`src/rtl/fb_bram_arbiter.sv`:
```
// fb_bram_arbiter
// Shares one single-port frame-buffer BRAM between the display scan-out
// reader and the host command port. Display fetches win by default; a
// saturating starvation counter forces a host grant after STARVE_MAX
// consecutive display grants while the host is waiting. A {valid, owner}
// tag pipeline steers each BRAM read result back to whoever issued it.
//
// Ports
//   CLK, nRESET                         clock, async active-low reset
//   disp_req/addr -> disp_ready         display read command (comb. accept)
//   disp_rvalid/rdata                   display read response (registered)
//   host_req/we/addr/wdata -> host_ready host command (comb. accept)
//   host_rvalid/rdata                   host read response (registered)
//   bram_en/we/addr/wdata               registered BRAM port drive
//   bram_rdata                          BRAM read data, RD_LAT after bram_en
module fb_bram_arbiter #(
  parameter int ADDR_W     = 18,
  parameter int DATA_W     = 16,
  parameter int RD_LAT     = 1,
  parameter int STARVE_MAX = 16
) (
  input  logic              CLK,
  input  logic              nRESET,
  input  logic              disp_req,
  input  logic [ADDR_W-1:0] disp_addr,
  output logic              disp_ready,
  output logic              disp_rvalid,
  output logic [DATA_W-1:0] disp_rdata,
  input  logic              host_req,
  input  logic              host_we,
  input  logic [ADDR_W-1:0] host_addr,
  input  logic [DATA_W-1:0] host_wdata,
  output logic              host_ready,
  output logic              host_rvalid,
  output logic [DATA_W-1:0] host_rdata,
  output logic              bram_en,
  output logic              bram_we,
  output logic [ADDR_W-1:0] bram_addr,
  output logic [DATA_W-1:0] bram_wdata,
  input  logic [DATA_W-1:0] bram_rdata
);

  localparam logic [7:0] STARVE_LIM = 8'(STARVE_MAX);

  logic [7:0]      starve_cnt;
  logic            host_win;
  logic            rd_issue;
  logic [RD_LAT:0] tag_vld;
  logic [RD_LAT:0] tag_host;

  // Host only beats a requesting display once the display has had its
  // full quota of back-to-back grants.
  assign host_win   = host_req && (!disp_req || (starve_cnt == STARVE_LIM));
  assign host_ready = nRESET && host_win;
  assign disp_ready = nRESET && disp_req && !host_win;

  // Writes enter the tag pipeline as bubbles so they never raise rvalid.
  assign rd_issue = disp_ready || (host_ready && !host_we);

  always_ff @(posedge CLK or negedge nRESET) begin
    if (!nRESET) begin
      starve_cnt <= '0;
    end else if (!host_req || host_ready) begin
      starve_cnt <= '0;
    end else if (disp_ready && (starve_cnt != STARVE_LIM)) begin
      starve_cnt <= starve_cnt + 8'd1;
    end
  end

  always_ff @(posedge CLK or negedge nRESET) begin
    if (!nRESET) begin
      bram_en    <= 1'b0;
      bram_we    <= 1'b0;
      bram_addr  <= '0;
      bram_wdata <= '0;
    end else begin
      bram_en <= disp_ready || host_ready;
      bram_we <= host_ready && host_we;
      if (host_ready) begin
        bram_addr  <= host_addr;
        bram_wdata <= host_wdata;
      end else if (disp_ready) begin
        bram_addr  <= disp_addr;
      end
    end
  end

  // Stage 0 lines up with bram_en; stage RD_LAT lines up with bram_rdata.
  always_ff @(posedge CLK or negedge nRESET) begin
    if (!nRESET) begin
      tag_vld  <= '0;
      tag_host <= '0;
    end else begin
      tag_vld  <= {tag_vld[RD_LAT-1:0], rd_issue};
      tag_host <= {tag_host[RD_LAT-1:0], host_ready};
    end
  end

  always_ff @(posedge CLK or negedge nRESET) begin
    if (!nRESET) begin
      disp_rvalid <= 1'b0;
      disp_rdata  <= '0;
      host_rvalid <= 1'b0;
      host_rdata  <= '0;
    end else begin
      disp_rvalid <= tag_vld[RD_LAT] && !tag_host[RD_LAT];
      host_rvalid <= tag_vld[RD_LAT] && tag_host[RD_LAT];
      if (tag_vld[RD_LAT] && !tag_host[RD_LAT]) begin
        disp_rdata <= bram_rdata;
      end
      if (tag_vld[RD_LAT] && tag_host[RD_LAT]) begin
        host_rdata <= bram_rdata;
      end
    end
  end

endmodule

```
`config.mk`:
```
export PLATFORM = sky130hd
export DESIGN_NAME = fb_bram_arbiter
export DESIGN_NICKNAME = d
export VERILOG_FILES = /design/src/rtl/fb_bram_arbiter.sv
export SDC_FILE = /design/constraint.sdc
export NUM_CORES = 1
export LEC_CHECK = 0
export ABC_AREA = 1
export BUFFER_PORTS_ARGS = -buffer_cell sky130_fd_sc_hd__clkbuf_2
export CORE_MARGIN = 5
export CORE_UTILIZATION = 45
export CTS_BUF_LIST = sky130_fd_sc_hd__clkbuf_4
export DETAILED_ROUTE_END_ITERATION = 7
export GPL_TIMING_DRIVEN = 0
export PLACE_DENSITY = 0.86
export SYNTH_ARGS = -nofsm -noshare
export SYNTH_HDL_FRONTEND = slang
export SYNTH_SLANG_ARGS = --single-unit
export TNS_END_PERCENT = 20
```
`constraint.sdc`:
```
create_clock -name CLK -period 1.4 [get_ports CLK]
set_input_delay 0.28 -clock CLK [delete_from_list [all_inputs] [get_ports CLK]]
set_output_delay 0.28 -clock CLK [all_outputs]
set_load 0.01 [all_outputs]
```
After elaboration in Yosys (flattened, before gate mapping)
Index checks and enable logic that the tools add are counted.
{"block": "totals", "ff_bits": 82, "out_inout_bits": 72, "wordCells": 38}
{"block": "op_classes", "add_sub_neg": 1, "n_eq_ne": 2, "muxes": 4, "n_reduce_logical": 20}
{"cell": "18-bit 2-to-1 mux", "n": 2}
{"cell": "8-bit 2-to-1 mux", "n": 2}
{"cell": "1-bit logical AND", "n": 9}
{"cell": "8-bit by 1-bit adder with 8-bit output, second input constant", "n": 1}
{"cell": "8-bit by 5-bit equality test with 1-bit output, second input constant", "n": 1}
{"cell": "8-bit by 5-bit != test with 1-bit output, second input constant", "n": 1}
{"cell": "1-bit logical NOT", "n": 5}
{"cell": "1-bit logical OR", "n": 4}
{"cell": "2-bit nonzero test", "n": 2}

Longest topological paths before layout
Gate-level depths: netlist (run 1).
{"block": "depth", "depth_word": 8, "ltp_mapped": 12, "ltp_nobuf": 11}

Worst setup path after synthesis (run 1)
No wires, ideal clock.
{"block": "synth_path", "path_type": "reg-to-output", "start": "register starve_cnt[0]", "end": "output disp_ready", "arrival_time_ns": 1.221, "required_time_ns": 1.120, "slack_ns": -0.101, "stages_incl_launch_ff": 11, "cell_sequence": "dfrtp_1 -> inv_1 -> ha_1 -> nand2_1 -> nor2_1 -> nand2_1 -> nand2_2 -> buf_6 -> nand2_1 -> nand3_1 -> inv_1"}
{"block": "synth_via", "elab_chain_len": 5}
{"item": "from (decl)", "line_no": "45", "rtl": "logic [7:0] starve_cnt;"}
{"item": "from (signal assigned)", "line_no": "66", "rtl": "starve_cnt <= starve_cnt + 8'd1;"}
{"item": "8-bit by 5-bit equality test with 1-bit output", "line_no": "53", "rtl": "assign host_win = host_req && (!disp_req || (starve_cnt == STARVE_LIM));"}
{"item": "1-bit logical OR", "line_no": "53"}
{"item": "1-bit logical AND", "line_no": "53"}
{"item": "1-bit logical NOT", "line_no": "55", "rtl": "assign disp_ready = nRESET && disp_req && !host_win;"}
{"item": "1-bit logical AND", "line_no": "55"}
{"item": "to (decl)", "line_no": "26", "rtl": "output logic disp_ready,"}
Every way passes these cells.

Worst setup path in the final report (run 1)
Same ends and word-level chain as after synthesis.

==> metrics, run 1 <==
run status finished, violations left; violated checks negative setup slack; Vias/cell 4.90; global-route wire length before repair 16.3 mm; number of CTS-inserted buffers 9; Fillers 662; std cell rows 32; top post-synthesis cells by area dfrtp_1 (58%), nand2_1 (20%), o21ai_0 (5.1%); commonest non-fill, non-tap cell in the layout nand2_1; crit-path max FO 2; Antenna Nets Post-Route 0; Cells after Synth 412; Pre-antenna DRT Iters 5; IO Pins 145; hold_ws 0.0461 ns; sw frac 32.9%; crit end category output port; Netlist Area Pre-Place 3510 um^2; Detailed Route WL 9.63 mm; share of power burned in registers 53.6%; CTS tree done; final worst path period share 146%; Final Hold Fails 0; Syn Nets 487; post-route setup slack -0.641 ns; gpl congestion 0.824; post-synth cell types 20; area grow syn2layout 37.2%; CTS max path bufs 2; actual slew at the worst max-slew pin 0.533 ns; initial antenna violation count 0; DP HPWL 6.68 mm; Synth area leader dfrtp_1; syn_area_per_cell 8.52 um^2; htree depth 3; crit path cell chain inv_2 > ha_4 > nand2_2 > nor2_2 > nand2_1 > nand2_2 > buf_6 > nand2_4 > nand3_2 > inv_2 > buf_6; Psw 1.82 mW; critical path's slowest cell dfrtp_1; CP Launch Type register; clock share of power 21.4%; MaxCap Viol Count 0; post-layout min period 2.04 ns; FF/Latch Area 2050 um^2; Seq/Total Area, Yosys 58.4%; Pleak 2.77 nW; die width 98.3 um; most frequent cells in the layout nand2_1 (186), clkbuf_2 (141), dfrtp_1 (82), o21ai_0 (33), inv_1 (28); Post-Place Worst Slack -0.882 ns; Die ar. 9670 um^2; Fin Setup TNS -11.86 ns; clk_skew 0.0165 ns; CP arrival 1.76 ns; vias in the first global route 3,515; setup slack, reg-to-reg -0.38 ns; total number of vias 3,397; Worst-path clk slew 0.14 ns; synthesized flop and latch total 82; I/O Buffers 143; RSZ-0062 raised after global routing yes; ANT cells 0; final setup vio count 47; Max Clock Freq 0.490 GHz; GR Util All Layers 20.4%; initial core utilization 45.9%; WS Path Type reg2out; DRC violations left 0; Nets 661; DRT iter0 DRCs 128; Die Ht 98.3 um; Power Density 1150 nW/um^2; Clock Latency Late Sink 0.42 ns; worst hold start host_wdata[4]; total global routing overflow 0; Req. time, crit path 1.12 ns; top cell type's share of synthesized area 58.4%; Placeable Area 7650 um^2; Buffers & Inverters on Critical Path 4; Worst VDD drop 0.000558 V; clock sink count 82; largest net degree at the start of global routing 31; max-slew violations 0; layout cells sized above 1 35.2%; slew margin rel. 64.5%; Setup crit start starve_cnt[0]; Synth warnings 0; Comb pwr share 25.0%; WL per Instance 13.9 um; Hold Path Class in2reg; internal power 3.71 mW; Crit path max-delay family flip-flops; multi-input logic area 1250 um^2; RR Startpoint starve_cnt[0]; Max stage delay on crit path 0.42 ns; root buf cell clkbuf_4
==> synthesized netlist by cell type (all sizes together) <==
| cell | count |
|---|---|
| nand2 | 191 |
| dfrtp | 82 |
| o21ai | 37 |
| inv | 35 |
| nand4 | 23 |
| buf | 11 |
| nor2 | 11 |
| clkbuf | 10 |
| nand3 | 6 |
| a21oi | 2 |
| ha | 2 |
| nor3 | 1 |
| xor2 | 1 |
==> layout make-up <==
cell class | instances | share of cell area (%)
Sequential cell | 82 | 42.6
Timing Repair Buffer | 163 | 20.5
Tap cell | 102 | 2.65
Multi-Input combinational cell | 274 | 26.0
Inverter | 35 | 2.78
Clock buffer | 9 | 1.40
Buffer | 21 | 3.17
Clock inverter | 7 | 0.909
==> registers in the layout, indices dropped and copies added (netlist names) <==
name and count:
bram_addr 18, disp_rdata 16, bram_we 1, bram_wdata 16
disp_rvalid 1, tag_host 2, tag_vld 2, host_rvalid 1
starve_cnt 8, host_rdata 16, bram_en 1
==> per-layer routing <==
layer / GRT usage, % / wire length, um
met2: 34.1 / 4640
met1: 25.8 / 3980
met4: 7.56 / 186
met5: 0 / 0
met3: 4.64 / 820
==> power by group through the flow <==
| stage | registers, mW | clock network (mW) | logic, mW |
|---|---|---|---|
| floorplan | 3.16 | 0 | 0.436 |
| global placement | 2.99 | 0 | 1.23 |
| detailed placement | 3.00 | 0 | 1.28 |
| CTS | 2.96 | 1.22 | 1.39 |
| global route | 3.01 | 1.33 | 1.54 |
| finish | 2.96 | 1.18 | 1.38 |
==> tightest hold or removal path, delay by kind of cell <==
kind	cells	cell delay [ns]
and+or+nand+nor	2	0.08
buffers and inverters	1	0.07
==> per-stage QoR <==
stage	instance area, um^2	utilization (%)	total power, mW	instances
floorplan	3510	-	3.60	412
global placement	4360	57.0	4.22	657
detailed placement	4390	57.4	4.29	658
CTS	4810	63.0	5.57	697
global route	4820	63.0	5.88	693
finish	4820	63.0	5.53	693
==> worst paths after layout <==
check,end,cells after the start
setup / recovery,disp_ready,11
min in group asynchronous,host_rdata[4],4
hold / removal,bram_wdata[4],3
setup reg to reg,bram_addr[5],13
max in group asynchronous,disp_rvalid,3
hold reg to reg,tag_vld[1],0
==> what timing repair did <==
item,CTS,global route
hold buffers,6,0
setup endpoints to repair,48,60
setup buffers,15,3
cloned,2,0
hold endpoints to repair,30,0
resized for setup,21,13
pin swaps,6,5
==> kinds of logic after synthesis <==
group	count (synthesis)	share of synthesized area, %
and+or+nand+nor	232	27.3
DFF	82	58.4
buffers and inverters	56	7.66
AOI/OAI and AO/OA	39	5.67
adders and majority gates	2	0.713
xor gates and xnor gates	1	0.250
Note: power is estimated with default switching activity, not from simulation.
==> inputs of run 2 (changes only) <==
Settings changed: CORE_UTILIZATION 45 to 43, CTS_BUF_LIST sky130_fd_sc_hd__clkbuf_4 to unset, PLACE_DENSITY 0.86 to 0.83.
==> run 2 against run 1 <==
  * The flow finishes with violations (negative hold slack, negative setup slack)
  * Cell area increased by 2.9%
  * Global-route usage decreased by 1.2 points
  * Clock power increased by 60%
  * Hold slack got worse by 0.25 ns
  * Sequential power about the same
  * Register-to-register slack about the same
  * Fmax increased by 5.3%
  * Die area increased by 4.2%
  * Combinational power about the same
==> metrics, run 2 (synthesis gave the netlist of run 1 again) <==
Fillers 694; Antenna Nets Post-Route 0; WL per Instance 13.6 um; number of CTS-inserted buffers 9; final instance area 4960 um^2; Die ar. 10,100 um^2; slew margin rel. 59.6%; violated checks negative hold slack, negative setup slack; Layout Cells excl Fill 693; Detailed Route WL 9.45 mm; area grow syn2layout 41.2%; global-route wire length before repair 15.7 mm; Fin Setup TNS -14.33 ns; IO Pins 145; post-route setup slack -0.539 ns; die width 100 um; Worst VDD drop 0.000712 V; I/O Buffers 143; root buf cell clkbuf_8; Placeable Area 8090 um^2; Nets 658; clock sink count 82; DP HPWL 6.62 mm; Pre-antenna DRT Iters 4; CTS max path bufs 2; Pleak 2.83 nW; total global routing overflow 0; final worst path period share 138%; Final Hold Fails 41; Die Ht 100 um; Req. time, crit path 1.12 ns; run status finished, violations left; DRC violations left 0; WS Path Type reg2out; gpl congestion 0.840; final setup vio count 46; Max Clock Freq 0.516 GHz; Vias/cell 4.82; clk_skew 0.00814 ns; Largest Register bram_addr; DRT iter0 DRCs 187; Clock Latency Late Sink 0.34 ns; Post-Place Worst Slack -0.998 ns; MaxCap Viol Count 0; initial core utilization 43.4%; vias in the first global route 3,386; Hold Path Class in2async; htree depth 3; layout cells sized above 1 37.4%; actual slew at the worst max-slew pin 0.606 ns; GR Util All Layers 19.2%; total number of vias 3,337; Placed Cells 661; most frequent cells in the layout nand2_1 (175), clkbuf_2 (141), dfrtp_1 (82), o21ai_0 (33), inv_1 (28); Worst-path clk slew 0.08 ns; max FFs per register 18; crit-path max FO 2; largest net degree at the start of global routing 44; Placed Area 4380 um^2; CP arrival 1.66 ns; post-layout min period 1.94 ns; RSZ-0062 raised after global routing yes; hold_ws -0.204 ns; ANT cells 0; crit end category output port; max-slew violations 0; initial antenna violation count 0; CP Launch Type register; Power Density 1260 nW/um^2; std cell rows 33; PnR Total Power 6.24 mW; CTS tree done; commonest non-fill, non-tap cell in the layout nand2_1
## run 2: path summary, 6_finish.rpt
| kind | from | end | slack (ns) | depth (start not counted) |
|---|---|---|---|---|
| hold / removal | nRESET | disp_rdata[7] | -0.20 | 1 |
| setup / recovery | starve_cnt[1] | disp_ready | -0.54 | 11 |
| setup reg to reg | starve_cnt[1] | bram_wdata[8] | -0.38 | 13 |
| min in group CLK | host_wdata[4] | bram_wdata[4] | 0.13 | 3 |
| max in group asynchronous | nRESET | disp_rdata[10] | 1.08 | 2 |
| hold reg to reg | tag_host[0] | tag_host[1] | 0.35 | 0 |
## run 2: report_power, final
group	internal (mW)	switching, mW
logic	0.606	0.775
clock network	1.07	0.826
registers	2.74	0.218
## run 2: critical path, stage by stage (launching register included)
cell and delay [ns]:
dfrtp_1 0.39, inv_2 0.08, ha_4 0.13, nand2_2 0.04, nor2_1 0.11, nand2_1 0.09, nand2_2 0.10, buf_6 0.11
nand2_4 0.05, nand3_4 0.06, inv_2 0.04, buf_6 0.11
## run 2: repair_timing
item                                    4_1_cts  5_1_grt
cloned                                        1        1
endpoints found under the hold margin        41       41
pin swaps                                     4        9
buffers inserted                             15        6
gates resized for setup                      23       29
endpoints found under the setup margin       48       55
## run 2: cell type report
class	count	area (um^2)	area share, %
repair buffers	160	957	19.3
plain buffers	21	164	3.31
clock inverters	5	86.3	1.74
inverters	35	134	2.70
clock buffers	11	141	2.85
well taps	105	131	2.65
multi-input cells	274	1290	26.0
flip-flops and latches	82	2050	41.4
## run 2: through the flow
stage	utilization, %	hold WS [ns]
6_report	61.2	-0.204
5_1_grt	61.2	-0.213
3_5_place_dp	54.2	0.334
2_1_floorplan	-	-0.0156
3_3_place_gp	53.9	0.337
4_1_cts	59.9	-0.214
## run 2: metal layers
| layer | global-route usage [%] | share of wire [%] |
|---|---|---|
| met2 | 31.6 | 48 |
| met5 | 0 | 0 |
| met1 | 25.1 | 42 |
| met4 | 6.22 | 1.4 |
| met3 | 4.38 | 8.0 |
==> inputs of run 3 (changes only) <==
==> constraint.sdc (replaced) <==
create_clock -name CLK -period 1.4 [get_ports CLK]
set_input_delay 0.14 -clock CLK [delete_from_list [all_inputs] [get_ports CLK]]
set_output_delay 0.14 -clock CLK [all_outputs]
set_load 0.01 [all_outputs]
==> run 3 against run 2 <==
  * Sequential cell count did not move
  * Routed wire length fell by 1.6%
  * The flow still finishes with violations (negative hold slack, negative setup slack)
  * Via count rose by 2.2%
  * Critical path depth did not move
  * Utilization rose by 0.37 points
==> metrics, run 3 (synthesis gave the netlist of run 1 again) <==
number of CTS-inserted buffers 9; Pre-antenna DRT Iters 5; PnR Total Power 6.05 mW; clock sink count 82; RR Startpoint starve_cnt[0]; Nets 674; GR Util All Layers 19.0%; global-route wire length before repair 15.4 mm; Final Hold Fails 82; Pleak 2.85 nW; hold_ws -0.353 ns; ANT cells 0; final setup vio count 46; Hold Path Class in2async; run status finished, violations left; Worst Reg2Reg Path Length in Cells 13; die width 100 um; WL per Instance 13.1 um; largest net degree at the start of global routing 43; post-layout min period 1.81 ns; actual slew at the worst max-slew pin 0.551 ns; Req. time, crit path 1.26 ns; Placeable Area 8090 um^2; htree depth 3; DRC violations left 0; CTS max path bufs 2; Detailed Route WL 9.30 mm; Layout Cells excl Fill 709; Die Ht 100 um; setup slack, reg-to-reg -0.31 ns; Clock Latency Late Sink 0.35 ns; Worst-path clk slew 0.08 ns; Placed Cells 661; slew margin rel. 63.3%; DP HPWL 6.41 mm; most frequent cells in the layout nand2_1 (187), clkbuf_2 (142), dfrtp_1 (82), o21ai_0 (32), inv_1 (28); CTS tree done; total number of vias 3,411; root buf cell clkbuf_8; Max Clock Freq 0.553 GHz; layout cells sized above 1 34.4%; Worst VDD drop 0.000576 V; IO Pins 145; Largest Register bram_addr; area grow syn2layout 42.0%; std cell rows 33; max-slew violations 0; Fin Setup TNS -10.10 ns; Die ar. 10,100 um^2; violated checks negative hold slack, negative setup slack; final worst path period share 129%; initial core utilization 43.4%; gpl congestion 0.841; max FFs per register 18; Vias/cell 4.81; initial antenna violation count 0; WS Path Type reg2out; MaxCap Viol Count 0; DRT iter0 DRCs 154; Antenna Nets Post-Route 0; reg2reg end bram_addr[8]; total global routing overflow 0; end of the critical path disp_ready; Setup crit start starve_cnt[0]; crit end category output port; clk_skew 0.00779 ns; I/O Buffers 143; post-route setup slack -0.407 ns; vias in the first global route 3,391; CP Launch Type register; Post-CTS Hold Buffers 16; RSZ-0062 raised after global routing yes; crit-path max FO 2; commonest non-fill, non-tap cell in the layout nand2_1; Power Density 1210 nW/um^2; CP arrival 1.67 ns
==> run 3: timing repair <==
item                                    CTS  global route
gates resized for setup                  22            15
pin swaps                                 2             3
endpoints found under the hold margin    98            82
buffers inserted                          9             6
gates cloned                              1             0
endpoints found under the setup margin   48            57
==> run 3: worst min-delay path by stage <==
stage	from	to	slack [ns]	depth (start not counted)
floorplan	nRESET	bram_addr[0]	-0.16	0
global placement	host_wdata[11]	bram_wdata[11]	0.33	3
detailed placement	nRESET	disp_rdata[6]	0.20	1
CTS	nRESET	disp_rdata[6]	-0.36	1
global route	nRESET	disp_rdata[8]	-0.36	1
finish	nRESET	disp_rdata[6]	-0.35	1
==> run 3: report_power, final <==
group | internal [mW] | total [mW] | switching, mW
combinational | 0.614 | 1.37 | 0.759
clock | 0.836 | 1.71 | 0.876
sequential | 2.74 | 2.96 | 0.218
total | 4.19 | 6.05 | 1.85
==> run 3: per-stage QoR <==
stage / utilization, % / area (um^2) / hold WS (ns) / setup slack [ns]
6_report: 61.6 / 4990 / -0.353 / -0.407
5_1_grt: 61.6 / 4990 / -0.359 / -0.508
4_1_cts: 60.5 / 4890 / -0.362 / -0.393
3_5_place_dp: 54.1 / 4380 / 0.199 / -0.709
3_3_place_gp: 53.8 / 4360 / 0.334 / -1.50
2_1_floorplan: - / 3510 / -0.156 / -0.0119
==> run 3: layout make-up <==
| type | instances | area (um^2) |
|---|---|---|
| flip-flops and latches | 82 | 2050 |
| well taps | 105 | 131 |
| fillers | 714 | 3110 |
| inverters | 35 | 134 |
| multi-input cells | 274 | 1240 |
| plain buffers | 21 | 161 |
| repair buffers | 176 | 1070 |
| clock buffers | 9 | 124 |
| clock inverters | 7 | 76.3 |
==> run 3: critical path: stages, from the launching register on <==
cell and delay [ns]:
dfrtp_1 0.39, inv_2 0.09, ha_4 0.14, nand2_1 0.05
nor2_1 0.10, nand2_1 0.07, nand2_2 0.10, buf_6 0.12
nand2_4 0.05, nand3_4 0.06, inv_2 0.04, buf_6 0.11
==> run 3: metal layers <==
layer / vias up / share of wire [%] / global-route usage, %
li1: 1664 / - / -
met3: 18 / 8.7 / 4.45
met2: 153 / 48 / 32.4
met5: - / 0 / 0
met4: 0 / 1.9 / 8.19
met1: 1576 / 41 / 23.0
